File: config.mk
export PLATFORM = sky130hd
export DESIGN_NAME = pipe_issue_arbiter
export DESIGN_NICKNAME = d
export VERILOG_FILES = /design/src/rtl/pipe_pkg.sv /design/src/rtl/pipe_write_tracker.sv /design/src/rtl/pipe_issue_arbiter.sv
export SDC_FILE = /design/constraint.sdc
export NUM_CORES = 1
export LEC_CHECK = 0
export CORE_ASPECT_RATIO = 1.5
export CORE_MARGIN = 8
export CORE_UTILIZATION = 30
export DETAILED_ROUTE_END_ITERATION = 16
export GPL_TIMING_DRIVEN = 0
export PLACE_DENSITY = 0.8
export SYNTH_ARGS = -nofsm -noshare
export SYNTH_HDL_FRONTEND = slang
export SYNTH_SLANG_ARGS = --single-unit
File: constraint.sdc
create_clock -name clk -period 1.4 [get_ports clk]
set_input_delay 0.42 -clock clk [delete_from_list [all_inputs] [get_ports clk]]
set_output_delay 0.42 -clock clk [all_outputs]
set_load 0.05 [all_outputs]
File: src/rtl/pipe_pkg.sv
// Shared definitions for the issue arbiter: opcode constants, instruction field
// positions, the bubble encoding and the issue FSM state type.
package pipe_pkg;

    localparam logic [1:0] OP_NOP = 2'b00;
    localparam logic [1:0] OP_ADD = 2'b01;
    localparam logic [1:0] OP_SUB = 2'b10;
    localparam logic [1:0] OP_AND = 2'b11;

    // Field positions in the 8-bit instruction word {op, rs1, rs2, rd}
    localparam int OP_HI  = 7;
    localparam int OP_LO  = 6;
    localparam int RS1_HI = 5;
    localparam int RS1_LO = 4;
    localparam int RS2_HI = 3;
    localparam int RS2_LO = 2;
    localparam int RD_HI  = 1;
    localparam int RD_LO  = 0;

    localparam logic [7:0] NOP_INST_DEF = 8'h00;

    typedef enum logic [1:0] {
        RUN   = 2'b00,
        DRAIN = 2'b01,
        IDLE  = 2'b10
    } issue_state_e;

    // True when the instruction will write the register file
    function automatic logic writes_reg(input logic [7:0] inst);
        return inst[OP_HI:OP_LO] != OP_NOP;
    endfunction

endpackage

File: src/rtl/pipe_write_tracker.sv
// Shift register of pending register writes (one slot per pipeline stage after
// issue) plus a population count and an early "empty after this edge" flag.
module pipe_write_tracker #(
    parameter int DEPTH = 3,
    parameter int CNT_W = 2
) (
    input  logic             clk,
    input  logic             rst,
    input  logic             shift_in,
    output logic [CNT_W-1:0] count,
    output logic             empty_next
);

    logic [DEPTH-1:0] slots_reg;
    logic [DEPTH-1:0] slots_next;

    assign slots_next[0] = shift_in;

    generate
        for (genvar gi = 1; gi < DEPTH; gi++) begin : g_shift
            assign slots_next[gi] = slots_reg[gi-1];
        end
    endgenerate

    always_ff @(posedge clk) begin
        if (rst) begin
            slots_reg <= '0;
        end else begin
            slots_reg <= slots_next;
        end
    end

    always_comb begin
        count = '0;
        for (int i = 0; i < DEPTH; i++) begin
            count = count + CNT_W'(slots_reg[i]);
        end
    end

    // The last slot falls off on this edge, so only the others and the new entry matter
    assign empty_next = (slots_next == '0);

endmodule

File: src/rtl/pipe_issue_arbiter.sv
// Round-robin arbiter sharing one pipeline instruction port between two requesters,
// with write tracking and a drain sequence. Optional issue counters: PIPE_ISSUE_STATS_EN.
module pipe_issue_arbiter
    import pipe_pkg::*;
#(
    parameter int             INST_W      = 8,
    parameter logic [INST_W-1:0] NOP_INST = NOP_INST_DEF,
    parameter int             DRAIN_DEPTH = 3,
    parameter int             STAT_W      = 16
) (
    input  logic              clk,
    input  logic              rst,
    input  logic [INST_W-1:0] req0_inst,
    input  logic              req0_valid,
    output logic              req0_ready,
    input  logic [INST_W-1:0] req1_inst,
    input  logic              req1_valid,
    output logic              req1_ready,
    input  logic              drain_req,
    output logic              drain_done,
    output logic [INST_W-1:0] pipe_inst,
    output logic              pipe_grant_id,
    output logic [1:0]        inflight_cnt,
    output logic [STAT_W-1:0] stat0_cnt,
    output logic [STAT_W-1:0] stat1_cnt
);

    issue_state_e      state_reg, state_next;
    logic              rr_ptr_reg;
    logic [INST_W-1:0] pipe_inst_reg;
    logic              grant_id_reg;
    logic              drain_done_reg;

    logic              issue_en;
    logic [1:0]        transfer_vec;
    logic              transfer;
    logic              sel_id;
    logic [INST_W-1:0] sel_inst;
    logic              sel_writes;
    logic              tracker_empty_next;

    always_comb begin
        state_next = state_reg;
        issue_en   = 1'b0;
        case (state_reg)
            RUN: begin
                if (drain_req) begin
                    state_next = DRAIN;
                end else begin
                    issue_en = 1'b1;
                end
            end
            DRAIN: begin
                if (tracker_empty_next) begin
                    state_next = IDLE;
                end
            end
            IDLE: begin
                if (!drain_req) begin
                    state_next = RUN;
                end
            end
            default: state_next = RUN;
        endcase
    end

    // Grant depends only on valids and the pointer, never on instruction contents
    assign req0_ready = !rst && issue_en && req0_valid && (!req1_valid || !rr_ptr_reg);
    assign req1_ready = !rst && issue_en && req1_valid && (!req0_valid ||  rr_ptr_reg);

    assign transfer_vec = {req1_valid && req1_ready, req0_valid && req0_ready};
    assign transfer     = |transfer_vec;
    assign sel_id       = transfer_vec[1];
    assign sel_inst     = sel_id ? req1_inst : req0_inst;
    assign sel_writes   = sel_inst[INST_W-1 -: 2] != OP_NOP;

    always_ff @(posedge clk) begin
        if (rst) begin
            state_reg      <= RUN;
            rr_ptr_reg     <= 1'b0;
            pipe_inst_reg  <= NOP_INST;
            grant_id_reg   <= 1'b0;
            drain_done_reg <= 1'b0;
        end else begin
            state_reg      <= state_next;
            drain_done_reg <= (state_next == IDLE);
            if (transfer) begin
                rr_ptr_reg    <= ~sel_id;
                pipe_inst_reg <= sel_inst;
                grant_id_reg  <= sel_id;
            end else begin
                pipe_inst_reg <= NOP_INST;
            end
        end
    end

    pipe_write_tracker #(
        .DEPTH (DRAIN_DEPTH),
        .CNT_W (2)
    ) u_tracker (
        .clk        (clk),
        .rst        (rst),
        .shift_in   (transfer && sel_writes),
        .count      (inflight_cnt),
        .empty_next (tracker_empty_next)
    );

`ifdef PIPE_ISSUE_STATS_EN
    logic [STAT_W-1:0] stat_reg [2];

    generate
        for (genvar gi = 0; gi < 2; gi++) begin : g_stat
            always_ff @(posedge clk) begin
                if (rst) begin
                    stat_reg[gi] <= '0;
                end else if (transfer_vec[gi] && sel_writes && !(&stat_reg[gi])) begin
                    stat_reg[gi] <= stat_reg[gi] + 1'b1;
                end
            end
        end
    endgenerate

    assign stat0_cnt = stat_reg[0];
    assign stat1_cnt = stat_reg[1];
`else
    assign stat0_cnt = '0;
    assign stat1_cnt = '0;
`endif

    assign pipe_inst     = pipe_inst_reg;
    assign pipe_grant_id = grant_id_reg;
    assign drain_done    = drain_done_reg;

endmodule

==> results of run 1 <==
[worst max-delay path, stage by stage (launching register included)]
cell and delay [ns]:
dfxtp_4 0.35, nor4_4 0.34, nor3b_4 0.28, buf_6 0.19
[logic make-up after synthesis]
family                   after synthesis  synth area share (%)
other                                  1                 0.412
flip-flops                            16                  35.2
adder cells (fa/ha/maj)                1                  2.20
AND/OR/NAND/NOR                       21                  17.7
AO/OA/AOI/OAI                         25                  15.4
buffers and inverters                 38                  29.1
[worst min path at each step]
stage,cells after the start,slack [ns],from,to
global placement,1,0.47,pipe_grant_id,pipe_grant_id
floorplan,1,0.49,rst,drain_done
CTS,1,0.51,pipe_grant_id,pipe_grant_id
finish,1,0.51,u_tracker.slots_reg[1],u_tracker.slots_reg[2]
global route,1,0.52,pipe_grant_id,pipe_grant_id
detailed placement,1,0.49,pipe_grant_id,pipe_grant_id
[layer usage]
metal | track usage [%] | up-vias
li1 | - | 432
met1 | 8.81 | 362
met2 | 16.5 | 46
met3 | 5.09 | 2
met4 | 5.76 | 0
met5 | 0 | -
[cell type report]
cell class | instances | area, sq um
clock buffer | 4 | 55.1
tap | 39 | 48.8
multi-input combinational | 80 | 499
fill | 278 | 1340
sequential | 16 | 325
inverter | 2 | 7.51
buffer | 35 | 258
timing repair buffer | 39 | 384
[through the flow]
step,power (uW),area (sq um),setup slack (ns),cells
CTS,1490,1610,-0.454,218
finish,1460,1580,-0.434,215
detailed placement,1030,1440,-1.58,206
global route,1520,1580,-0.500,215
floorplan,914,1050,-0.358,133
global placement,1030,1440,-1.59,206
[Yosys cell counts (all sizes together) (2+ instances only)]
master,count
buf,34
nor4,2
o21ai,10
nor2,3
nand3b,10
inv,2
dfxtp,16
a21oi,12
and2b,2
clkbuf,2
nor3b,2
[where the power goes]
group / internal (uW) / switching, uW
Clock: 249 / 155
Combinational: 196 / 359
Sequential: 481 / 17.2
[timing repair]
action	in CTS	in global routing
setup buffers	9	1
cloned	0	1
resized for setup	80	11
pin swaps	2	3
setup endpoints to repair	26	14
==> impl_metrics.yaml, run 1 <==
cells_and_area:
  antenna_cells: 0
  final_cell_mix: "36 x buf_4, 32 x conb_1, 16 x clkdlybuf4s50_1"
  area_delta_synth_final_pct: 73.2
  drive_gt1_share_pct: 42.6
  postLayoutCoreUtil_pct: 54.2
  final_common_cell: "buf_4"
  largest_reg_flops: 8
  fin_nets: 199
cts:
  cts.htree.levels: 1
  path_clk_slew_ns: 0.06
  clock_sinks: 16
  root_buffer: "clkbuf_8"
  hold_buffers: 0
  clkLatencyLatePin_ns: 0.24
  cts_buffers: 3
  clockBufferDepth: 2
  cts_tree: "built"
synthesis:
  synth-seq-cells: 16
  syn_area_sq_um: 911
  yosys_warnings: 0
  synthTopCellsByArea: "dfxtp_1 35%, buf_4 26%, nand3b_1 8.2%"
  synthFlopType: "dfxtp_1"
  synth_cells: 102
  async_reset_ff_share_pct: 0
  synth_cell_types: 23
  ys_seq_area_share_pct: 35.2
  yosysTopAreaCell: "dfxtp_1"
  synth_edf_count: 0
  synth_top_area_share_pct: 35.2
  synth_area_per_cell_sq_um: 8.93
global_routing:
  grt_usage_pct: 9.82
  first_global_vias: 900
  grt_pass1_wl_microns: 3840
  grt_max_degree: 11
  grt-ovfl-total: 0
  antenna_found_initial: 0
worst_setup_path:
  start_kind: "flip-flop"
  critPathMaxFanout: 4
  path_class: "flip-flop to output pin"
  worstPathArrival_ns: 1.41
  r2r-start: "state_reg[0]"
  reg2reg_depth: 5
  crit_end: "req1_ready"
  r2r_slack_ns: 0.13
  crit_start: "state_reg[0]"
  worstReg2RegEnd: "u_tracker.slots_reg[0]"
  critPathCaptureType: "output pin"
  crit_required_ns: 0.98
timing:
  hold_ws_ns: 0.510
  tns_ns: -1.24
  period_share_pct: 131
  slew_viol_final: 0
  rsz0062_at_grt: "true"
  setup_violations: 4
  min_period_ns: 1.83
  hold_viol_final: 0
  layout_setup_ws_ns: -0.434
  fin_worst_skew_ns: 0.000722
  max_freq_mhz: 545
detailed_routing:
  first_pass_iters: 2
  first_iter_violations: 6
  wl_met3_microns: 340
  post_drt_wl_per_cell_microns: 11.5
  wl_met1_microns: 902
  antenna_left: 0
  wl_microns: 2470
  num_vias: 842
  dr_wl_met2_microns: 1180
  vias_per_cell: 3.92
  drt_drc_violations_left: 0
  routed.top_layer: "met4"
floorplanning:
  start_util_pct: 31.3
  die-area_sq_mm: 0.00509
  top_level_ports: 67
  core_sq_mm: 0.00291
  rows: 24
  die_width_microns: 61.0
  fp.dieH_microns: 83.5
worst_hold_path:
  hold_class: "flip-flop to flip-flop"
run:
  maxCapViolCount: 0
pwr:
  power_density_mw_per_mm2: 924
  p_leak_uw: 0.000732
  ir_drop_mv: 0.439
outcome:
  violations: "negative setup slack"
  status: "finished with violations"
placement:
  place_congestion: 0.714
  portBuffers: 34
No activity file was read; power rests on OpenSTA's default activity.
==> run 2: changes to the inputs <==
--- a/config.mk
+++ b/config.mk
@@ -11,6 +11,7 @@
 export DETAILED_ROUTE_END_ITERATION = 16
 export GPL_TIMING_DRIVEN = 0
 export PLACE_DENSITY = 0.8
+export SLEW_MARGIN = 40
 export SYNTH_ARGS = -nofsm -noshare
 export SYNTH_HDL_FRONTEND = slang
 export SYNTH_SLANG_ARGS = --single-unit
==> results of run 2 <==
The final DEF is identical to that of run 1; final timing and power are the same.
==> run 3: changes to the inputs <==
--- a/config.mk
+++ b/config.mk
@@ -5,12 +5,14 @@
 export SDC_FILE = /design/constraint.sdc
 export NUM_CORES = 1
 export LEC_CHECK = 0
+export ABC_AREA = 1
+export CAP_MARGIN = 10
 export CORE_ASPECT_RATIO = 1.5
 export CORE_MARGIN = 8
-export CORE_UTILIZATION = 30
+export CORE_UTILIZATION = 34
 export DETAILED_ROUTE_END_ITERATION = 16
 export GPL_TIMING_DRIVEN = 0
-export PLACE_DENSITY = 0.8
+export PLACE_DENSITY = 0.85
 export SLEW_MARGIN = 40
 export SYNTH_ARGS = -nofsm -noshare
 export SYNTH_HDL_FRONTEND = slang
==> constraint.sdc (replaced) <==
create_clock -name clk -period 2.28 [get_ports clk]
set_input_delay 0.684 -clock clk [delete_from_list [all_inputs] [get_ports clk]]
set_output_delay 0.684 -clock clk [all_outputs]
set_load 0.05 [all_outputs]
==> run 3 against run 2 <==
Net effect:
- the run now ends clean
- final area decreased by 3.6%
- worst hold slack worse by 0.049 ns
- sequential power shrank 40%
- sequential share of layout area rose by 0.43 points
- synthesized cell count rose by 17%
- clock power shrank 39%
- register-to-register slack improved by 0.69 ns
- area after synthesis up 1.1%
- largest cell class unchanged
==> impl_metrics.yaml, run 3 <==
outcome:
  status: "complete, no violations"
worst_setup_path:
  cp_num_buf_inv: 4
  slowest_stage: "dlygate4sd2_1"
  critPathTopFamily: "buffers and inverters"
  crit_required_ns: 1.60
  cpPeakStageDelay_ns: 0.28
  critPathMaxFanout: 7
  cp_cell_sequence: "dlygate4sd2_1, a21oi_4, nand2_2, buf_8, inv_8, buf_8"
  path_class: "input pin to output pin"
  start_kind: "input pin"
  critPathMostFrequentCell: "buf_8"
  worstPathArrival_ns: 1.54
  critPathCaptureType: "output pin"
placement:
  portBuffers: 33
  place_area_sq_mm: 0.00141
  place_congestion: 0.747
  place_inst: 220
  dp_hpwl_microns: 1850
synthesis:
  ys_top_cells_by_count: "32 x buf_4, 23 x nand2_1, 16 x dfxtp_1, 13 x inv_1, 10 x a21oi_1"
  synthFlopType: "dfxtp_1"
  synth_cell_types: 17
  yosysTopAreaCell: "dfxtp_1"
  synth-seq-cells: 16
  synth_cells: 119
  syn_area_sq_um: 921
  synthTopCellsByArea: "dfxtp_1 35%, buf_4 26%, nand2_1 9.4%"
  ys_seq_area_share_pct: 34.8
  synth_edf_count: 0
  synth_area_per_cell_sq_um: 7.74
  yosys_warnings: 0
  async_reset_ff_share_pct: 0
  synth_top_area_share_pct: 34.8
  synth.most_common_cell: "buf_4"
timing:
  slew_viol_final: 0
  worst_slew_pin_slew_ns: 0.528
  rsz0062_at_grt: "false"
  slew_headroom_pct: 64.7
  max_freq_mhz: 451
  period_share_pct: 97.4
  min_period_ns: 2.22
  hold_viol_final: 0
  fin_worst_skew_ns: 0.00104
  setup_violations: 0
global_routing:
  first_global_vias: 840
  antenna_found_initial: 0
  grt-ovfl-total: 0
  grt_usage_pct: 9.37
  grt_pass1_wl_microns: 3310
  grt_max_degree: 10
cells_and_area:
  final_common_cell: "buf_4"
  final_cells: 229
  largest_reg_flops: 8
  final_cell_mix: "37 x buf_4, 32 x conb_1, 26 x clkdlybuf4s50_1"
  antenna_cells: 0
  postLayoutCoreUtil_pct: 58.1
  area_delta_synth_final_pct: 65.2
  fin_nets: 215
  design_area_sq_mm: 0.00152
  drive_gt1_share_pct: 30.2
floorplanning:
  fp.dieH_microns: 79.7
  core_sq_mm: 0.00262
  start_util_pct: 35.2
  die_width_microns: 58.5
  rows: 23
  die-area_sq_mm: 0.00466
  top_level_ports: 67
pwr:
  power_density_mw_per_mm2: 573
  total_power_uw: 871
  ir_drop_mv: 0.261
  p_leak_uw: 0.000803
detailed_routing:
  post_drt_wl_per_cell_microns: 9.55
  first_iter_violations: 1
  antenna_left: 0
  first_pass_iters: 2
  wl_microns: 2190
  drt_drc_violations_left: 0
  vias_per_cell: 3.62
  num_vias: 830
cts:
  clockBufferDepth: 2
  hold_buffers: 0
  path_clk_slew_ns: 0.06
  root_buffer: "clkbuf_8"
  clock_sinks: 16
  cts_tree: "built"
  cts.htree.levels: 1
  clkLatencyLatePin_ns: 0.25
  cts_buffers: 3
run:
  maxCapViolCount: 0
worst_hold_path:
  hold_class: "flip-flop to flip-flop"
==> run 3: cell types whose count changed after synthesis, moves of 3 or more <==
| cell | before | now |
|---|---|---|
| inv_1 | 2 | 13 |
| nand2_1 | 1 | 23 |
| nand2_2 | 0 | 3 |
| nand3_1 | 0 | 5 |
| nand3b_1 | 10 | 1 |
| nor2_1 | 3 | 6 |
| o21ai_0 | 7 | 0 |
==> run 3: worst paths after layout <==
| check | from | to | slack, ns | cells past startpoint |
|---|---|---|---|---|
| max | req0_valid | req1_ready | 0.06 | 6 |
| min | pipe_grant_id | pipe_grant_id | 0.46 | 2 |
| max reg2reg | state_reg[0] | state_reg[0] | 0.82 | 12 |
| min reg2reg | pipe_grant_id | pipe_grant_id | 0.46 | 2 |
==> run 3: area by class of cell <==
type / instances / area (sq um)
Fill cell: 230 / 1100
Multi-Input combinational cell: 85 / 403
Timing Repair Buffer: 38 / 367
Sequential cell: 16 / 320
Buffer: 34 / 267
Inverter: 15 / 63.8
Clock buffer: 4 / 55.1
Tap cell: 37 / 46.3
==> run 3: cell families after synthesis <==
| logic type | count (synthesis) | synth area share, % |
|---|---|---|
| buf+inv | 49 | 34.6 |
| fa+ha+maj | 1 | 2.17 |
| compound gates | 12 | 8.15 |
| other cells | 1 | 0.407 |
| flops | 16 | 34.8 |
| simple gates | 40 | 19.8 |
==> run 3: power by group <==
part	total, uW	switching, uW	leakage (uW)	internal (uW)
Sequential	300	5.75	0.000130	294
Clock	247	93.5	0.0000288	153
Combinational	325	215	0.000644	110
Total	871	314	0.000803	557
==> run 3: per-stage QoR <==
stage                     setup slack, ns  hold slack (ns)  TNS (ns)
final                              0.0604            0.461         0
after global routing               0.0218            0.492         0
after detailed placement           -0.969            0.450     -1.94
after floorplan                    0.0820            0.437         0
after global placement             -0.966            0.445     -1.91
after CTS                         0.00980            0.461         0
==> run 3: what timing repair did <==
action                                  CTS  global route
resized for setup                        29             1
pin swaps                                 2             3
endpoints found under the setup margin    4             2
setup buffers                             4             1
==> run 3: worst reg2reg max path: cells and delay by family (launching register included) <==
family / cells / cell delay (ns)
buffers and inverters: 3 / 0.32
AOI/OAI and AO/OA: 1 / 0.05
DFF: 1 / 0.30
and+or+nand+nor: 8 / 0.69
==> run 3: layer usage <==
metal | up-vias | part of all wire (%) | wire [microns] | track usage (%)
met5 | - | 0 | 0 | 0
met4 | 0 | 2.1 | 46 | 6.65
met3 | 4 | 13 | 293 | 5.65
met2 | 47 | 51 | 1120 | 16.6
met1 | 340 | 33 | 728 | 7.19
li1 | 439 | - | - | -
